`src/rtl/paddsb_pipe.sv`:
```
// ---------------------------------------------------------------------------
// paddsb_pipe
//
// Packed saturating add of four signed 4-bit lanes. Results are buffered in a
// 2-entry in-order FIFO together with their per-lane saturation flags.
//
// Handshake (both sides): a transfer happens on a rising clk edge where
// valid && ready are both high. Nothing else transfers data. Ready never
// depends on valid in the same cycle. Once out_valid is high, Result and Sat
// hold until that entry is popped.
//
// Ports
//   clk        single clock, rising edge
//   rst_n      synchronous active-low reset
//   in_valid   operand pair A/B offered this cycle
//   in_ready   FIFO has room (registered occupancy != 2)
//   A, B       operands, lanes [3:0], [7:4], [11:8], [15:12]
//   out_valid  head entry present (occupancy != 0)
//   out_ready  consumer takes the head entry this cycle
//   Result     saturated lane-wise sum of the head entry
//   Sat        per-lane saturation flags of the head entry (bit i = lane i)
//   V          OR of Sat of the most recently popped entry
//   clr_cnt    synchronous clear of sat_cnt (wins over an increment)
//   sat_cnt    number of accepted pairs with any lane saturated, stops at 255
// ---------------------------------------------------------------------------
module paddsb_pipe (
    input  logic        clk,
    input  logic        rst_n,
    input  logic        in_valid,
    output logic        in_ready,
    input  logic [15:0] A,
    input  logic [15:0] B,
    output logic        out_valid,
    input  logic        out_ready,
    output logic [15:0] Result,
    output logic [3:0]  Sat,
    output logic        V,
    input  logic        clr_cnt,
    output logic [7:0]  sat_cnt
);

    // -----------------------------------------------------------------------
    // Lane arithmetic
    // -----------------------------------------------------------------------
    logic [15:0] lane_res;
    logic [3:0]  lane_ovf;

    for (genvar i = 0; i < 4; i++) begin : g_lane
        logic [4:0] ext_sum;

        // Sign-extend to 5 bits so the true sum -16..+14 is representable.
        assign ext_sum = {A[4*i+3], A[4*i +: 4]} + {B[4*i+3], B[4*i +: 4]};

        // The sum fits in 4 bits exactly when the top two bits agree.
        assign lane_ovf[i] = ext_sum[4] ^ ext_sum[3];

        // ext_sum[4] is the true sign: negative overflow clamps to -8.
        assign lane_res[4*i +: 4] = lane_ovf[i] ? (ext_sum[4] ? 4'h8 : 4'h7)
                                                : ext_sum[3:0];
    end

    // -----------------------------------------------------------------------
    // FIFO control
    // -----------------------------------------------------------------------
    logic [19:0] mem [2];
    logic        wr_ptr;
    logic        rd_ptr;
    logic [1:0]  occ;
    logic        push;
    logic        pop;

    // Both readies come from registered occupancy only, so a pop in the same
    // cycle does not free a slot for a push when the FIFO is full.
    assign in_ready  = (occ != 2'd2);
    assign out_valid = (occ != 2'd0);

    assign push = in_valid && in_ready;
    assign pop  = out_valid && out_ready;

    assign Result = mem[rd_ptr][19:4];
    assign Sat    = mem[rd_ptr][3:0];

    // Storage carries no reset: entries are only ever read when occupancy
    // says they are valid.
    always_ff @(posedge clk) begin
        if (rst_n && push) begin
            mem[wr_ptr] <= {lane_res, lane_ovf};
        end
    end

    always_ff @(posedge clk) begin
        if (!rst_n) begin
            wr_ptr <= 1'b0;
            rd_ptr <= 1'b0;
            occ    <= 2'd0;
            V      <= 1'b0;
        end else begin
            if (push) begin
                wr_ptr <= ~wr_ptr;
            end
            if (pop) begin
                rd_ptr <= ~rd_ptr;
                V      <= |mem[rd_ptr][3:0];
            end
            case ({push, pop})
                2'b10:   occ <= occ + 2'd1;
                2'b01:   occ <= occ - 2'd1;
                default: occ <= occ;
            endcase
        end
    end

    // -----------------------------------------------------------------------
    // Saturation event counter
    // -----------------------------------------------------------------------
    always_ff @(posedge clk) begin
        if (!rst_n) begin
            sat_cnt <= 8'd0;
        end else if (clr_cnt) begin
            sat_cnt <= 8'd0;
        end else if (push && (|lane_ovf) && (sat_cnt != 8'hFF)) begin
            sat_cnt <= sat_cnt + 8'd1;
        end
    end

endmodule

```
`config.mk`:
```
export PLATFORM = sky130hd
export DESIGN_NAME = paddsb_pipe
export DESIGN_NICKNAME = d
export VERILOG_FILES = /design/src/rtl/paddsb_pipe.sv
export SDC_FILE = /design/constraint.sdc
export NUM_CORES = 1
export LEC_CHECK = 0
export ABC_CLOCK_PERIOD_IN_PS = 4600
export CELL_PAD_IN_SITES_DETAIL_PLACEMENT = 0
export CELL_PAD_IN_SITES_GLOBAL_PLACEMENT = 1
export CORE_UTILIZATION = 25
export CTS_CLUSTER_SIZE = 20
export DETAILED_ROUTE_END_ITERATION = 8
export PLACE_DENSITY = 0.57
export SETUP_SLACK_MARGIN = 0.1
export SYNTH_ARGS = -nofsm -noshare
export SYNTH_HDL_FRONTEND = slang
export SYNTH_SLANG_ARGS = --single-unit
```
`constraint.sdc`:
```
create_clock -name clk -period 4.6 [get_ports clk]
set_input_delay 0.46 -clock clk [delete_from_list [all_inputs] [get_ports clk]]
set_output_delay 0.46 -clock clk [all_outputs]
set_load 0.01 [all_outputs]
```
# [Word level (Yosys, flattened, before mapping)]
# Memories as Yosys holds them, arrays and structs flattened. A register that Yosys moved wholly into a read port is not among the register bits.
# Index checks and enable logic that the tools add are counted.
[classes] add_sub_neg=7 n_eq_ne=4 n_mux=13 n_bitwise=7 reduce_logical=10
[op_table] operator="$mux 4" n=8
[op_table] operator="$add 4x4->5" n=4
[op_table] operator="$add 8x1->8 const B" n=1
[op_table] operator="$ne 8x8->1 const B" n=1
[op_table] operator="$reduce_or 4->1" n=2
[op_table] operator="$logic_and 1x1->1" n=5
[op_table] operator="$mux 1" n=4
[op_table] operator="$pmux 2 s2" n=1
[op_table] operator="$reduce_bool 2->1" n=2
[op_table] operator="$xor 1x1->1" n=4
[op_table] operator="$not 1->1" n=3
[op_table] operator="$add 2x1->2 const B" n=1
[op_table] operator="$eq 2x1->1 const B" n=1
[op_table] operator="$eq 2x2->1 const B" n=1
[op_table] operator="$ne 2x2->1 const B" n=1
[op_table] operator="$reduce_or 2->1" n=1
[op_table] operator="$sub 2x1->2 const B" n=1
[word_totals] reg_bits=13 ram_bits=40 in_bits=37 out_inout_bits=31 wordCells=47 n_memories=1
[memory_table] name="mem" depth=2 word_bits=20 read_ports=1 rd_clocked_by_memory_dff=1 write_ports=1 line_no="65" source="logic [19:0] mem [2];"

# [Longest topological paths before layout]
# Gate-level depths: netlist of run 1.
[depth] word_depth=5 ltp_mapped=10 mapped_depth_nobuf=9

# [Least setup slack after synthesis of run 1]
# No wires, ideal clock.
[synth_timing] path_type="register -> register" from="register occ[0]" to="memory mem[0][0], enable pin" setup_time_ns=0.427 arrival_time_ns=2.316 required_ns=4.173 path_slack_ns=1.858 stages_incl_launch_ff=5 n_path_buf=0 period_less_slack_ns=2.742 path_cell_list="dfxtp_1 or2b_2 and2_2 inv_1 nor3b_1"
[synth_via] elab_chain_len=5
[synth_lines] element="start: declaration" line_no="68" source="logic [1:0] occ;"
[synth_lines] element="start signal: assignment" line_no="106" source="2'b10: occ <= occ + 2'd1;"
[synth_lines] element="start signal: assignment" line_no="107" source="2'b01: occ <= occ - 2'd1;"
[synth_lines] element="$ne 2x2->1" line_no="74" source="assign in_ready = (occ != 2'd2);"
[synth_lines] element="net in_ready" line_no="30" source="output logic in_ready,"
[synth_lines] element="$logic_and 1x1->1" line_no="77" source="assign push = in_valid && in_ready;"
[synth_lines] element="$logic_and 1x1->1" line_no="86" source="if (rst_n && push) begin"
[synth_lines] element="$mux 1" line_no="86"
[synth_lines] element="$mux 1 (implied by the code)" line_no="87" source="mem[wr_ptr] <= {lane_res, lane_ovf};"
[synth_lines] element="end: declaration" line_no="65"
# The timed path passes the listed nets, and every way through them passes these cells.

# [Worst setup path after layout of run 1]
[layout_timing] from="input A[8]" to="register sat_cnt[7]"
[layout_via] elab_chain_len=5
[layout_lines] element="start: declaration" line_no="31" source="input logic [15:0] A,"
[layout_lines] element="$add 4x4->5" line_no="52" source="assign ext_sum = {A[4*i+3], A[4*i +: 4]} + {B[4*i+3], B[4*i +: 4]};"
[layout_lines] element="$xor 1x1->1" line_no="55" source="assign lane_ovf[i] = ext_sum[4] ^ ext_sum[3];"
[layout_lines] element="net lane_ovf[2]" line_no="46" source="logic [3:0] lane_ovf;"
[layout_lines] element="$reduce_or 4->1" line_no="121" source="end else if (push && (|lane_ovf) && (sat_cnt != 8'hFF)) begin"
[layout_lines] element="$logic_and 1x1->1 (2 in series)" line_no="121"
[layout_lines] element="end signal: assignment" line_no="122" source="sat_cnt <= sat_cnt + 8'd1;"
[layout_lines] element="end: declaration" line_no="39" source="output logic [7:0] sat_cnt"
# The timed path passes the listed nets, and every way through them passes these cells.
# A chain may end at the register's enable or synchronous reset.

==> results of run 1 <==
==> cell usage after synthesis, types with 4 or more instances <==
master and count:
nand3_1 8, a21oi_1 16, nor3_1 4, and2_1 5
xnor2_1 7, o21ai_0 11, nor2_1 10, nand2b_1 8
dfxtp_1 14, edfxtp_1 40, a21oi_2 4, nand2_1 15
inv_1 25, fa_1 4, ha_1 18, mux2_2 22
maj3_1 5
==> through the flow <==
| step | area (um^2) | hold slack [ns] | setup WS [ns] | instances |
|---|---|---|---|---|
| 5_1_grt | 4174 | 0.5242 | 1.344 | 515 |
| 2_1_floorplan | 3179 | 0.4674 | 1.858 | 279 |
| 3_5_place_dp | 4031 | 0.4801 | 1.241 | 507 |
| 3_3_place_gp | 4031 | 0.4803 | 1.313 | 507 |
| 4_1_cts | 4174 | 0.4970 | 1.540 | 515 |
| 6_report | 4174 | 0.4956 | 1.575 | 515 |
==> critical path, delay by kind of cell <==
family	cells	cell delay, ns
XOR/XNOR	1	0.15
AND/OR/NAND/NOR	1	0.19
adder cells (fa/ha/maj)	2	0.55
AO/OA/AOI/OAI	4	1.39
buffers and inverters	2	0.51
==> power breakdown <==
| group | internal, mW | switching [mW] | leakage (nW) |
|---|---|---|---|
| logic | 0.320 | 0.253 | 0.953 |
| clock network | 0.209 | 0.155 | 0.0719 |
| registers | 0.605 | 0.0483 | 0.480 |
| total | 1.13 | 0.456 | 1.51 |
==> path summary, 6_finish.rpt <==
check | from | end | slack (ns) | depth (start not counted)
max | A[8] | sat_cnt[7] | 1.57 | 10
min | sat_cnt[6] | sat_cnt[6] | 0.50 | 2
max reg2reg | flip-flop | V | 2.37 | 3
min reg2reg | sat_cnt[6] | sat_cnt[6] | 0.50 | 2
==> logic make-up (layout without fill, tap and decap cells) <==
kind of cell,count (synthesis),in the layout,synth area share [%]
adders and majority gates,27,27,11.18
xor gates and xnor gates,12,12,4.014
muxes,25,25,8.737
AOI/OAI and AO/OA,60,60,13.66
and+or+nand+nor,68,68,11.57
buffers and inverters,33,101,4.250
DFF,54,54,46.60
==> routing by layer <==
| layer | routed length (um) | vias to the layer above |
|---|---|---|
| li1 | - | 1145 |
| met1 | 2732 | 1061 |
| met2 | 3176 | 31 |
| met3 | 205 | 2 |
| met4 | 52 | 0 |
| met5 | 0 | - |
==> flip-flops by register name, indices dropped and copies added, names as in the netlist, named ones only <==
signal / count
wr_ptr: 1
mem: 40
rd_ptr: 1
V: 1
sat_cnt: 8
occ: 2
==> area by class of cell <==
cell class	count	area, um^2
fill	1278	8038
multi-input combinational	192	1568
sequential	54	1481
timing repair buffer	68	678.2
tap	168	210.2
clock buffer	7	136.4
inverter	25	93.84
clock inverter	1	6.256
==> summary.md, run 1 <==
| Metric | Value |
|---|---|
| Data arrival, critical path | `~3.3 ns` |
| Detailed-route via count | `2239` |
| Clock Skews | `just over 0.006 ns` |
| Post-DRT Antenna Nets | `0` |
| Power, Total | `around 1.6 mW` |
| Clk buf depth | `2` |
| Final period utilization | `about 66%` |
| Slowest CP cell | `o41ai_4` |
| Grt met1 use | `about an eighth` |
| Root buffer cell | `clkbuf_16` |
| Initial Util | `26.03%` |
| Die Height | `114.8 um` |
| Layout area overhead | `31.29%` |
| LEAKAGE | `between 1.5 and 2 nW` |
| Critical path required time | `~4.8 ns` |
| Die area | `about 0.013 mm^2` |
| Io pins | `around 70` |
| Unrepaired setup endpoints after global routing | `false` |
| Worst-Skew Late Latency | `0.28 ns` |
| Met2 Usage GRT | `between 10% and 20%` |
| Initial antenna violation count | `0` |
| Final Wtd Congestion | `between 0.7 and 0.8` |
| # setup viols final | `0` |
| Post-cts sizing count | `0` |
| Synth area leader | `edfxtp_1` |
| GR Layer Usage met3 | `1.792%` |
| Number of synthesized flops with an enable pin | `40` |
| Post-CTS Hold Buffers | `0` |
| Pwr Density | `380.9 mW/mm^2` |
| DRC viols | `0` |
| Pre-antenna DRT Iters | `4` |
| Die W | `approximately 110 um` |
| Busiest grt layer | `met2` |
| Core Box Area | `approximately 0.012 mm^2` |
| Grt ovf | `0` |
| Synth Net Count | `338` |
| Biggest cell delay along the critical path | `about 0.76 ns` |
| FFs w/ async S/R, synth | `0%` |
| Crit path time final | `about 3 ns` |
| Mean Syn Cell Area | `around 11 um^2` |
| Most frequent cells in the layout | `clkdlybuf4s50_1, edfxtp_1, inv_1` |
| Crit end category | `flip-flop` |
| Antenna Cells | `0` |
| Drt first-iter violations | `47` |
| Crit Path Max Fanout | `14` |
| Site Rows | `40` |
| Largest cells by area after synthesis | `edfxtp_1, dfxtp_1, mux2_2` |
| Hold Fails Final Rpt | `0` |
| Max_cap viols | `0` |
| Routed length per instance | `11.97 um` |
| Max Freq | `around 330 MHz` |
| Cts bufs inserted | `5` |
| Crit Path Class | `input pin to flip-flop` |
| Status | `completed` |
| Most used DFF post-synth | `edfxtp_1` |
| Largest net degree at the start of global routing | `21` |
| Worst path cell trace | `clkdlybuf4s50_1 > ha_1 > inv_1 > fa_1 > nand2b_1 > a21oi_2 > xor2_2 > o41ai_4 > o41ai_1 > o21ba_1` |
| Ys Warns | `0` |
| Util after Layout | `about a third` |
| Nets | `between 400 and 500` |
| Vias in the first global route | `around 2100` |
| HP Class | `flip-flop to flip-flop` |
| Sequential element share of the synthesized area | `between 40% and 50%` |
| First-pass GRT wire length | `around 10000 um` |
| H-tree lvl count | `2` |
| Yosys top cell area share | `a little under two fifths` |
| Syn Inst Count | `279` |
| Synth Cell Area | `0.003179 mm^2` |
| Worst slew pin tran | `approximately 1.1 ns` |
| Postcts setup bufs | `0` |
| Layout cell share with drive strength beyond 1 | `approximately 14%` |
| Clock transition at path regs | `roughly 0.07 ns` |
| Peak VDD IR | `~0.17 mV` |
| Commonest non-fill, non-tap cell in the layout | `clkdlybuf4s50_1` |
| Slew HR | `between 20 and 30%` |
| Port bufs | `67` |
| CTS Sinks | `54` |
| GRT Overall Usage | `approximately a tenth` |
| Netlist cell types | `55` |
| HPWL after detailed placement | `around 4600 um` |
| WL final | `just over 6000 um` |
| Vias per Instance | `4.348` |
| Startpoint Class | `input pin` |
| FF+latch count, synth | `54` |
| Setup TNS Final | `0 ns` |
| Pins over their slew limit | `0` |
| TritonCTS clock tree | `yes` |
Power figures use the tool's default switching activity.
==> run 2: changes to the inputs <==
--- a/config.mk
+++ b/config.mk
@@ -5,13 +5,13 @@
 export SDC_FILE = /design/constraint.sdc
 export NUM_CORES = 1
 export LEC_CHECK = 0
-export ABC_CLOCK_PERIOD_IN_PS = 4600
+export ABC_CLOCK_PERIOD_IN_PS = 2700
 export CELL_PAD_IN_SITES_DETAIL_PLACEMENT = 0
 export CELL_PAD_IN_SITES_GLOBAL_PLACEMENT = 1
 export CORE_UTILIZATION = 25
 export CTS_CLUSTER_SIZE = 20
 export DETAILED_ROUTE_END_ITERATION = 8
-export PLACE_DENSITY = 0.57
+export PLACE_DENSITY = 0.59
 export SETUP_SLACK_MARGIN = 0.1
 export SYNTH_ARGS = -nofsm -noshare
 export SYNTH_HDL_FRONTEND = slang
==> constraint.sdc (replaced) <==
create_clock -name clk -period 2.7 [get_ports clk]
set_input_delay 0.27 -clock clk [delete_from_list [all_inputs] [get_ports clk]]
set_output_delay 0.27 -clock clk [all_outputs]
set_load 0.01 [all_outputs]
==> run 2 against run 1 <==
Compared with the run above:
- die area is the same
- total power rose by 87%
- worst hold slack improved by 0.0022 ns
- final cell count increased by 5.2%
- design area is 8.3% higher
- clock power is 110% higher
- first-iteration DRC count increased by 87%
- wire length increased by 5.8%
- combinational power up 100%
- via count up 5.0%
- register-to-register slack worse by 1.6 ns
==> summary.md, run 2 (synthesis gave the netlist of run 1 again) <==
| Metric | Value |
|---|---|
| Status | `completed (unchanged)` |
| Initial antenna violation count | `0 (unchanged)` |
| Crit Path Max Fanout | `7 (was 14)` |
| Drt first-iter violations | `88 (was 47)` |
| Antenna Cells | `0 (unchanged)` |
| Critical path required time | `2.93 ns (was 4.83 ns)` |
| Grt ovf | `0 (unchanged)` |
| Commonest non-fill, non-tap cell in the layout | `clkdlybuf4s50_1 (unchanged)` |
| GRT Overall Usage | `10.35% (was 9.713%)` |
| Routed length per instance | `12.04 um (was 11.97 um)` |
| Layout cell share with drive strength beyond 1 | `23.80% (was 14.41%)` |
| Detailed-route via count | `2351 (was 2239)` |
| Max_cap viols | `0 (unchanged)` |
| Pins over their slew limit | `0 (unchanged)` |
| Root buffer cell | `clkbuf_16 (unchanged)` |
| Io pins | `68 (unchanged)` |
| Clock transition at path regs | `0.07 ns (about the same)` |
| Power, Total | `2.978 mW (was 1.590 mW)` |
| Hold path cells | `2 (unchanged)` |
| Worst slew pin tran | `0.5151 ns (was 1.090 ns)` |
| Crit end category | `flip-flop (unchanged)` |
| # setup viols final | `0 (unchanged)` |
| Worst R2R Path Depth | `6 (was 3)` |
| Hold Fails Final Rpt | `0 (unchanged)` |
| First-pass GRT wire length | `10700 um (was 10040 um)` |
| Clock Skews | `0.009225 ns (was 0.006081 ns)` |
| Most frequent cells in the layout | `clkdlybuf4s50_1, edfxtp_1, buf_4 (was clkdlybuf4s50_1, edfxtp_1, inv_1)` |
| Worst-Skew Late Latency | `0.29 ns (was 0.28 ns)` |
| Crit Path Class | `input pin to flip-flop (unchanged)` |
| Max Freq | `around 400 MHz` |
| Top Registers | `mem (40), sat_cnt (8), occ (2) (unchanged)` |
| WL final | `6525 um (was 6166 um)` |
| Vias in the first global route | `2303 (was 2141)` |
| Unrepaired setup endpoints after global routing | `false (unchanged)` |
| HPWL after detailed placement | `5005 um (was 4634 um)` |
| Layout area overhead | `42.19% (was 31.29%)` |
| LEAKAGE | `1.691 nW (was 1.505 nW)` |
| Util after Layout | `37.02% (was 34.18%)` |
| Largest Register | `mem (unchanged)` |
| Die Height | `114.8 um (unchanged)` |
| Number of flip-flops in the largest register | `40 (unchanged)` |
| Post-DRT Antenna Nets | `0 (unchanged)` |
| Final period utilization | `~90%` |
| Final Wtd Congestion | `0.7364 (was 0.7270)` |
| Die W | `114.8 um (unchanged)` |
| CTS Sinks | `54 (unchanged)` |
| Startpoint Class | `input pin (unchanged)` |
| TritonCTS clock tree | `yes (unchanged)` |
| Vias per Instance | `4.338 (was 4.348)` |
| Pre-antenna DRT Iters | `4 (unchanged)` |
| Data arrival, critical path | `2.72 ns (was 3.26 ns)` |
| Peak VDD IR | `0.2438 mV (was 0.1732 mV)` |
| Core Box Area | `0.01221 mm^2 (unchanged)` |
| R2r setup slk | `0.77 ns (was 2.37 ns)` |
| H-tree lvl count | `2 (unchanged)` |
| Slew HR | `65.59% (was 27.31%)` |
| DRC viols | `0 (unchanged)` |
| Initial Util | `26.03% (unchanged)` |
| Cts bufs inserted | `5 (unchanged)` |
| Largest net degree at the start of global routing | `21 (unchanged)` |
| Crit path time final | `around 2.5 ns` |
| Die area | `0.01317 mm^2 (unchanged)` |
| HP Class | `flip-flop to flip-flop (unchanged)` |
| Port bufs | `67 (unchanged)` |
| Clk buf depth | `2 (unchanged)` |
| Post-CTS Hold Buffers | `0 (unchanged)` |
| Site Rows | `40 (unchanged)` |
| Nets | `432 (was 405)` |
| Pwr Density | `658.8 mW/mm^2 (was 380.9 mW/mm^2)` |
run 2: cell types whose count changed in the layout (fill, tap and decap cells not counted), sizes merged:
cell | before | now
buf | 1 | 28
clkbuf | 7 | 8
inv | 26 | 25
run 2: critical path: stages:
cell and delay [ns]:
clkdlybuf4s50_1 0.46, ha_2 0.18, inv_1 0.05, fa_2 0.37
nor2b_4 0.14, o22ai_2 0.09, xor2_2 0.28, o41ai_4 0.11
buf_4 0.16, or4_1 0.47, a21oi_1 0.14
run 2: routing by layer:
layer | share of wire, % | global-route usage (%) | vias to the layer above
met4 | 1.2 | 2.857 | 0
li1 | - | - | 1195
met3 | 3.5 | 1.845 | 5
met1 | 46 | 12.75 | 1106
met5 | 0 | 0 | -
met2 | 50 | 18.55 | 45
run 2: path summary, 6_finish.rpt:
path / startpoint / to
worst min register to register: sat_cnt[6] / sat_cnt[6]
worst min-delay path: sat_cnt[6] / sat_cnt[6]
worst max-delay path: A[0] / sat_cnt[4]
worst max register to register: occ[1] / occ[1]
run 2: area by class of cell:
type | count | area (um^2)
Timing Repair Buffer | 95 | 880.8
Multi-Input combinational cell | 192 | 1665
Clock buffer | 8 | 188.9
Fill cell | 1246 | 7691
Tap cell | 168 | 210.2
Sequential cell | 54 | 1481
Inverter | 25 | 93.84
run 2: through the flow:
| stage | setup TNS, ns | cell area (um^2) | instances | hold slack (ns) | setup slack [ns] |
|---|---|---|---|---|---|
| final | 0 | 4521 | 542 | 0.4978 | 0.2083 |
| after global routing | 0 | 4521 | 542 | 0.5289 | 0.08788 |
| after CTS | 0 | 4437 | 540 | 0.4975 | 0.1022 |
| after detailed placement | -1.343 | 4218 | 531 | 0.4863 | -0.2427 |
| after global placement | -1.099 | 4218 | 531 | 0.4823 | -0.1984 |
| after floorplan | 0 | 3184 | 279 | 0.3917 | 0.4215 |
run 2: where the power goes:
part | total (mW) | internal, mW | switching (mW) | leakage (nW)
Clock | 0.761 | 0.482 | 0.279 | 0.0935
Combinational | 1.15 | 0.635 | 0.510 | 1.12
Sequential | 1.07 | 1.03 | 0.0415 | 0.480
Total | 2.98 | 2.15 | 0.831 | 1.69
run 2: repair_timing:
action / in CTS / in global routing
buffers inserted: 1 / 2
gates resized for setup: 3 / 13
setup endpoints to repair: 1 / 7
pin swaps: 2 / 6
